### src/rtl/pc_gen.sv
// rtl/pc_gen.sv - fetch-stage program-counter generator with optional return-address stack
//
// Optional feature macro: PC_RAS_EN (builds the return-address stack).
//
// Parameters
//   WIDTH      PC width in bits (>= 8)
//   INC        sequential increment in bytes
//   RESET_VEC  PC after reset, truncated to WIDTH
//   EXC_VEC    exception entry address, truncated to WIDTH
//   RAS_DEPTH  RAS entries, power of 2, >= 2 (PC_RAS_EN only)
//
// Ports
//   clk, reset_n           clock, asynchronous active-low reset
//   en                     advance enable (0 = stall)
//   br_valid, br_target    taken branch/jump redirect
//   exc_valid              exception entry (ignores en)
//   eret_valid, epc        exception return (ignores en)
//   call_valid, link_addr  push a return address onto the RAS
//   ret_valid              JR $ra: pop the RAS and predict its target
//   pc                     registered fetch PC
//   pc_inc                 pc + INC, wraps modulo 2^WIDTH
//   misalign               pc[1:0] != 0
//   ras_empty, ras_full    RAS occupancy flags from the registered count

module pc_gen #(
    parameter int          WIDTH     = 32,
    parameter int          INC       = 4,
    parameter logic [31:0] RESET_VEC = 32'h0000_3000,
    parameter logic [31:0] EXC_VEC   = 32'h0000_4180,
    parameter int          RAS_DEPTH = 4
) (
    input  logic             clk,
    input  logic             reset_n,
    input  logic             en,
    input  logic             br_valid,
    input  logic [WIDTH-1:0] br_target,
    input  logic             exc_valid,
    input  logic             eret_valid,
    input  logic [WIDTH-1:0] epc,
    input  logic             call_valid,
    input  logic [WIDTH-1:0] link_addr,
    input  logic             ret_valid,
    output logic [WIDTH-1:0] pc,
    output logic [WIDTH-1:0] pc_inc,
    output logic             misalign,
    output logic             ras_empty,
    output logic             ras_full
);

    localparam logic [WIDTH-1:0] RST_PC = WIDTH'(RESET_VEC);
    localparam logic [WIDTH-1:0] EXC_PC = WIDTH'(EXC_VEC);

    logic [WIDTH-1:0] pc_q;
    logic [WIDTH-1:0] pc_d;

    assign pc       = pc_q;
    assign pc_inc   = pc_q + WIDTH'(INC);
    assign misalign = |pc_q[1:0];

`ifdef PC_RAS_EN
    localparam int PW = $clog2(RAS_DEPTH);
    localparam int CW = $clog2(RAS_DEPTH + 1);

    // Circular buffer: top_q indexes the most recent entry. A push advances
    // top first, so a push while full lands on the oldest entry and
    // overwrites it without any extra bookkeeping.
    logic [WIDTH-1:0] ras_mem_q [RAS_DEPTH];
    logic [WIDTH-1:0] ras_mem_d [RAS_DEPTH];
    logic [PW-1:0]    top_q;
    logic [PW-1:0]    top_d;
    logic [CW-1:0]    cnt_q;
    logic [CW-1:0]    cnt_d;
    logic             ras_act;

    assign ras_empty = (cnt_q == '0);
    assign ras_full  = (cnt_q == CW'(RAS_DEPTH));

    always_comb begin
        pc_d      = pc_q;
        top_d     = top_q;
        cnt_d     = cnt_q;
        ras_mem_d = ras_mem_q;
        ras_act   = en && !exc_valid && !eret_valid;

        if (exc_valid) begin
            pc_d = EXC_PC;
        end else if (eret_valid) begin
            pc_d = epc;
        end else if (!en) begin
            pc_d = pc_q;
        end else if (ret_valid && !ras_empty) begin
            pc_d = ras_mem_q[top_q];
        end else if (ret_valid || br_valid) begin
            pc_d = br_target;
        end else begin
            pc_d = pc_inc;
        end

        if (ras_act) begin
            if (call_valid && ret_valid && !ras_empty) begin
                // Pop then push: the top slot is simply replaced.
                ras_mem_d[top_q] = link_addr;
            end else if (call_valid) begin
                top_d            = top_q + PW'(1);
                ras_mem_d[top_d] = link_addr;
                if (!ras_full) begin
                    cnt_d = cnt_q + CW'(1);
                end
            end else if (ret_valid && !ras_empty) begin
                top_d = top_q - PW'(1);
                cnt_d = cnt_q - CW'(1);
            end
        end
    end

    always_ff @(posedge clk or negedge reset_n) begin
        if (!reset_n) begin
            pc_q  <= RST_PC;
            top_q <= '0;
            cnt_q <= '0;
        end else begin
            pc_q  <= pc_d;
            top_q <= top_d;
            cnt_q <= cnt_d;
        end
    end

    // Entry contents are don't-care after reset, so the storage has no reset.
    always_ff @(posedge clk) begin
        ras_mem_q <= ras_mem_d;
    end
`else
    logic unused_ras;

    assign ras_empty  = 1'b1;
    assign ras_full   = 1'b0;
    assign unused_ras = ^{call_valid, link_addr, 32'(RAS_DEPTH)};

    always_comb begin
        pc_d = pc_q;
        if (exc_valid) begin
            pc_d = EXC_PC;
        end else if (eret_valid) begin
            pc_d = epc;
        end else if (!en) begin
            pc_d = pc_q;
        end else if (ret_valid || br_valid) begin
            // Without a RAS a return is just an ordinary redirect.
            pc_d = br_target;
        end else begin
            pc_d = pc_inc;
        end
    end

    always_ff @(posedge clk or negedge reset_n) begin
        if (!reset_n) begin
            pc_q <= RST_PC;
        end else begin
            pc_q <= pc_d;
        end
    end
`endif

endmodule

### config.mk
export PLATFORM = sky130hd
export DESIGN_NAME = pc_gen
export DESIGN_NICKNAME = d
export VERILOG_FILES = /design/src/rtl/pc_gen.sv
export SDC_FILE = /design/constraint.sdc
export NUM_CORES = 1
export LEC_CHECK = 0
export CAP_MARGIN = 20
export CORE_UTILIZATION = 38
export CTS_CLUSTER_DIAMETER = 60
export DETAILED_ROUTE_END_ITERATION = 16
export GPL_ROUTABILITY_DRIVEN = 0
export PLACE_DENSITY_LB_ADDON = 0.12
export SLEW_MARGIN = 40
export SYNTH_ARGS = -nofsm -noshare
export SYNTH_HDL_FRONTEND = slang
export SYNTH_SLANG_ARGS = --single-unit
export TNS_END_PERCENT = 30
### constraint.sdc
create_clock -name clk -period 2.7 [get_ports clk]
set_clock_uncertainty 0.2 [all_clocks]
set_input_delay 0.27 -clock clk [delete_from_list [all_inputs] [get_ports clk]]
set_output_delay 0.27 -clock clk [all_outputs]
set_load 0.01 [all_outputs]
==> PnR_summary.wiki <==
{| class="wikitable"
! Metric !! Value
|-
| DP Area || 4440 µm²
|-
| First DRT Iteration DRCs || 225
|-
| Pin count of the biggest net entering global routing || 33
|-
| Post-DR vias/cell || 5.65
|-
| Crit Path Class || register to primary output
|-
| Number of buffers between clock root and the deepest sink || 2
|-
| Register area share after synthesis || 29.2%
|-
| Share of layout cells above drive strength 1 || 17.6%
|-
| Detailed Place HPWL || 7.99 mm
|-
| Slowest cell delay on critical path || 0.58 ns
|-
| Root buffer cell || sky130_fd_sc_hd__clkbuf_8
|-
| Area of the core region || 6910 µm²
|-
| Nature of the critical path startpoint || register
|-
| Port Buffers || 135
|-
| Run status || completed
|-
| Async SR Flop Fraction || 100%
|-
| Aggregate global routing overflow || 0
|-
| Cell family with the largest share of critical-path delay || buffers and inverters
|-
| Average routed wire per standard cell || 17.4 µm
|-
| Achievable clock frequency || 0.372 GHz
|-
| Setup violations, final || 0
|-
| Number of global-route vias before repair || 3,351
|-
| Sequence of cells on the critical path || buf_4 > nand4_1 > nor2_1 > nand3_1 > xnor2_1 > clkdlybuf4s50_1
|-
| Dominant synthesized flop cell || sky130_fd_sc_hd__dfrtp_1
|-
| Number of violations of the max-capacitance limit || 0
|-
| Worst path buffer plus inverter count || 2
|-
| Final Net Count || 627
|-
| Std-Cell Rows || 30
|-
| Net count after synthesis || 466
|-
| Part of the cycle the worst path needs || 99.7%
|-
| Count of clock tree sinks || 32
|-
| Worst Path Arrival || 2.22 ns
|-
| Final hold slack || 0.186 ns
|-
| Global routing usage summed across all routing layers || 29.0%
|-
| P_leak || 1.90 nW
|-
| Post-synthesis cell type count || 61
|-
| Clock-pin transition on the worst setup and hold timing paths || 0.08 ns
|-
| Clk_lat worst skew || 0.29 ns
|-
| Post-Synthesis Mean Instance Area || 7.63 µm²
|-
| Core utilization of the finished layout || 67.4%
|-
| Maximum level of the CTS H-tree || 2
|-
| Post-synth EDFFs || 0
|-
| Drc violations || 0
|-
| First-pass GRT wire length || 16.9 mm
|-
| Data required time of the worst path || 2.23 ns
|-
| Number of instances in the synthesized netlist || 361
|-
| Peak fanout along the critical path || 4
|-
| DRT Pass-1 Iters || 5
|-
| Max-slew violations || 0
|-
| Number of routed nets with antenna violations || 0
|-
| Post-layout min period || 2.69 ns
|-
| Full die area || 7590 µm²
|-
| Minimum setup slack in the final design || 0.00892 ns
|-
| Non-Filler Cell Area, Final || 4650 µm²
|-
| Maximum ir drop on the vdd rail || 0.220 mV
|-
| DP Cell Count || 608
|-
| Antenna cells || 0
|-
| Initial Utilization || 39.9%
|-
| Largest register FFs || 32
|-
| Die outline height || 87.1 µm
|-
| Final-report hold violation count || 0
|-
| Power density normalized to cell area || 357 nW/µm²
|-
| Number of flip-flops and latches in the synthesized netlist || 32
|-
| Initial antenna violation count || 0
|-
| Final Instance Count excl. Fillers || 619
|-
| Overall via count from detail_route || 3,498
|-
| Number of I/O pins || 171
|-
| Clock tree from TritonCTS || built
|-
| Cell Area, Synth || 2750 µm²
|-
| Area growth syn-to-layout || 69.0%
|-
| Die width || 87.1 µm
|-
| Synth warnings || 0
|-
| Setup repair after global routing missed its margin || yes
|-
| Number of buffers added by the clock tree synthesis step || 5
|-
| Wirelength, routed || 10.8 mm
|-
| Class of the tightest hold or removal check || primary input to async pin
|-
| Worst slack at placement || 0.0491 ns
|-
| Critical Path Sink Type || primary output
|-
| Cell with the biggest individual delay on the critical path || sky130_fd_sc_hd__clkdlybuf4s50_1
|}
## cells in the mapped netlist (2+ instances only)
master	n	area, µm²
sky130_fd_sc_hd__a21o_1	2	15.0
sky130_fd_sc_hd__nand3_1	17	85.1
sky130_fd_sc_hd__and3_1	3	18.8
sky130_fd_sc_hd__o311a_1	3	30.0
sky130_fd_sc_hd__nor3b_1	5	37.5
sky130_fd_sc_hd__conb_1	2	7.51
sky130_fd_sc_hd__or2_2	2	12.5
sky130_fd_sc_hd__o31a_1	2	17.5
sky130_fd_sc_hd__nor2b_1	2	12.5
sky130_fd_sc_hd__clkbuf_1	23	86.3
sky130_fd_sc_hd__o2bb2ai_1	3	26.3
sky130_fd_sc_hd__nand4_1	9	56.3
sky130_fd_sc_hd__dfstp_2	2	52.6
sky130_fd_sc_hd__o31ai_1	3	22.5
sky130_fd_sc_hd__and4_1	4	35.0
sky130_fd_sc_hd__dfrtp_1	30	751
sky130_fd_sc_hd__nor4_1	2	12.5
sky130_fd_sc_hd__a211oi_1	4	30.0
sky130_fd_sc_hd__xnor2_1	17	149
sky130_fd_sc_hd__buf_4	5	37.5
sky130_fd_sc_hd__o21ai_0	31	155
sky130_fd_sc_hd__a21boi_0	3	22.5
sky130_fd_sc_hd__nand2_1	41	154
sky130_fd_sc_hd__o211ai_1	3	22.5
sky130_fd_sc_hd__a21oi_1	24	120
sky130_fd_sc_hd__o22ai_1	7	43.8
sky130_fd_sc_hd__mux2i_1	4	40.0
sky130_fd_sc_hd__a311oi_1	5	43.8
sky130_fd_sc_hd__or3_4	2	22.5
sky130_fd_sc_hd__nand3_2	2	20.0
sky130_fd_sc_hd__o221ai_1	4	35.0
sky130_fd_sc_hd__buf_2	5	25.0
sky130_fd_sc_hd__nor3_1	10	50.1
sky130_fd_sc_hd__xor2_1	11	96.3
sky130_fd_sc_hd__or3_1	7	43.8
sky130_fd_sc_hd__nor2_1	29	109
sky130_fd_sc_hd__nor4_2	2	25.0
sky130_fd_sc_hd__inv_1	8	30.0
## where the power goes
| group | total, mW | internal (mW) | leakage [nW] | switching, mW |
|---|---|---|---|---|
| logic | 0.604 | 0.337 | 1.44 | 0.267 |
| clock network | 0.488 | 0.273 | 0.0541 | 0.215 |
| registers | 0.568 | 0.518 | 0.398 | 0.0507 |
## cell type report
| cell class | instances | area, µm² |
|---|---|---|
| fill | 609 | 2250 |
| clock buffer | 5 | 68.8 |
| sequential | 32 | 808 |
| tap | 96 | 120 |
| inverter | 9 | 33.8 |
| clock inverter | 3 | 42.5 |
| multi-input combinational | 287 | 1860 |
| timing repair buffer | 187 | 1720 |
## per-stage QoR
step	total power, mW	TNS, ns
2_1_floorplan	0.810	0
3_3_place_gp	1.17	0
3_5_place_dp	1.18	0
4_1_cts	1.66	-0.0408
5_1_grt	1.74	-0.187
6_report	1.66	0
## kinds of logic (layout without fill, tap and decap cells)
kind of cell / after synthesis / in the layout / share of synthesized area, %
AOI/OAI and AO/OA: 106 / 106 / 24.9
xor gates and xnor gates: 28 / 28 / 8.90
adders and majority gates: 1 / 1 / 0.454
buffers and inverters: 42 / 204 / 6.63
DFF: 32 / 32 / 29.2
muxes: 5 / 5 / 1.86
other: 2 / 2 / 0.273
and+or+nand+nor: 145 / 145 / 27.8
## placed cells by master, fill, tap and decap left out, types with 4 or more instances in the layout
cell	Yosys	layout
sky130_fd_sc_hd__nand3_1	17	17
sky130_fd_sc_hd__inv_1	8	8
sky130_fd_sc_hd__nand2_1	41	40
sky130_fd_sc_hd__buf_4	5	52
sky130_fd_sc_hd__a211oi_1	4	4
sky130_fd_sc_hd__o22ai_1	7	7
sky130_fd_sc_hd__o21ai_0	31	31
sky130_fd_sc_hd__a311oi_1	5	5
sky130_fd_sc_hd__xnor2_1	17	16
sky130_fd_sc_hd__dlygate4sd2_1	0	15
sky130_fd_sc_hd__or3_1	7	6
sky130_fd_sc_hd__dfrtp_2	0	4
sky130_fd_sc_hd__nor3b_1	5	5
sky130_fd_sc_hd__clkbuf_8	0	5
sky130_fd_sc_hd__clkdlybuf4s50_1	0	116
sky130_fd_sc_hd__nor3_1	10	8
sky130_fd_sc_hd__mux2i_1	4	4
sky130_fd_sc_hd__nor2_1	29	27
sky130_fd_sc_hd__a21oi_1	24	24
sky130_fd_sc_hd__o221ai_1	4	4
sky130_fd_sc_hd__dfrtp_1	30	26
sky130_fd_sc_hd__xor2_1	11	11
sky130_fd_sc_hd__nand4_1	9	9
## repair_timing
item                                    in CTS  in global routing
endpoints found under the setup margin      22                  8
pin swaps                                    0                  1
cloned                                       0                  0
setup buffers                                3                  0
hold buffers                                 0                  0
resized for setup                           36                  9
## worst paths after layout
kind | end | cells after the start | start | slack, ns
max | pc_inc[17] | 6 | pc[12] | 0.009
min | pc[11] | 2 | reset_n | 0.19
max reg2reg | pc[18] | 7 | pc[12] | 0.60
min reg2reg | pc[21] | 1 | pc[21] | 0.37
max in group asynchronous | pc[12] | 2 | reset_n | 1.76
min in group clk | pc[4] | 3 | epc[4] | 0.32
## routing by layer
metal	wire length (µm)	share of wire [%]	global-route usage, %	up-vias
li1	-	-	-	1629
met1	4580	42	38.1	1677
met2	5190	48	48.2	173
met3	832	7.7	5.69	19
met4	199	1.8	8.64	0
met5	0	0	0	-
No activity file was read; power rests on OpenSTA's default activity.
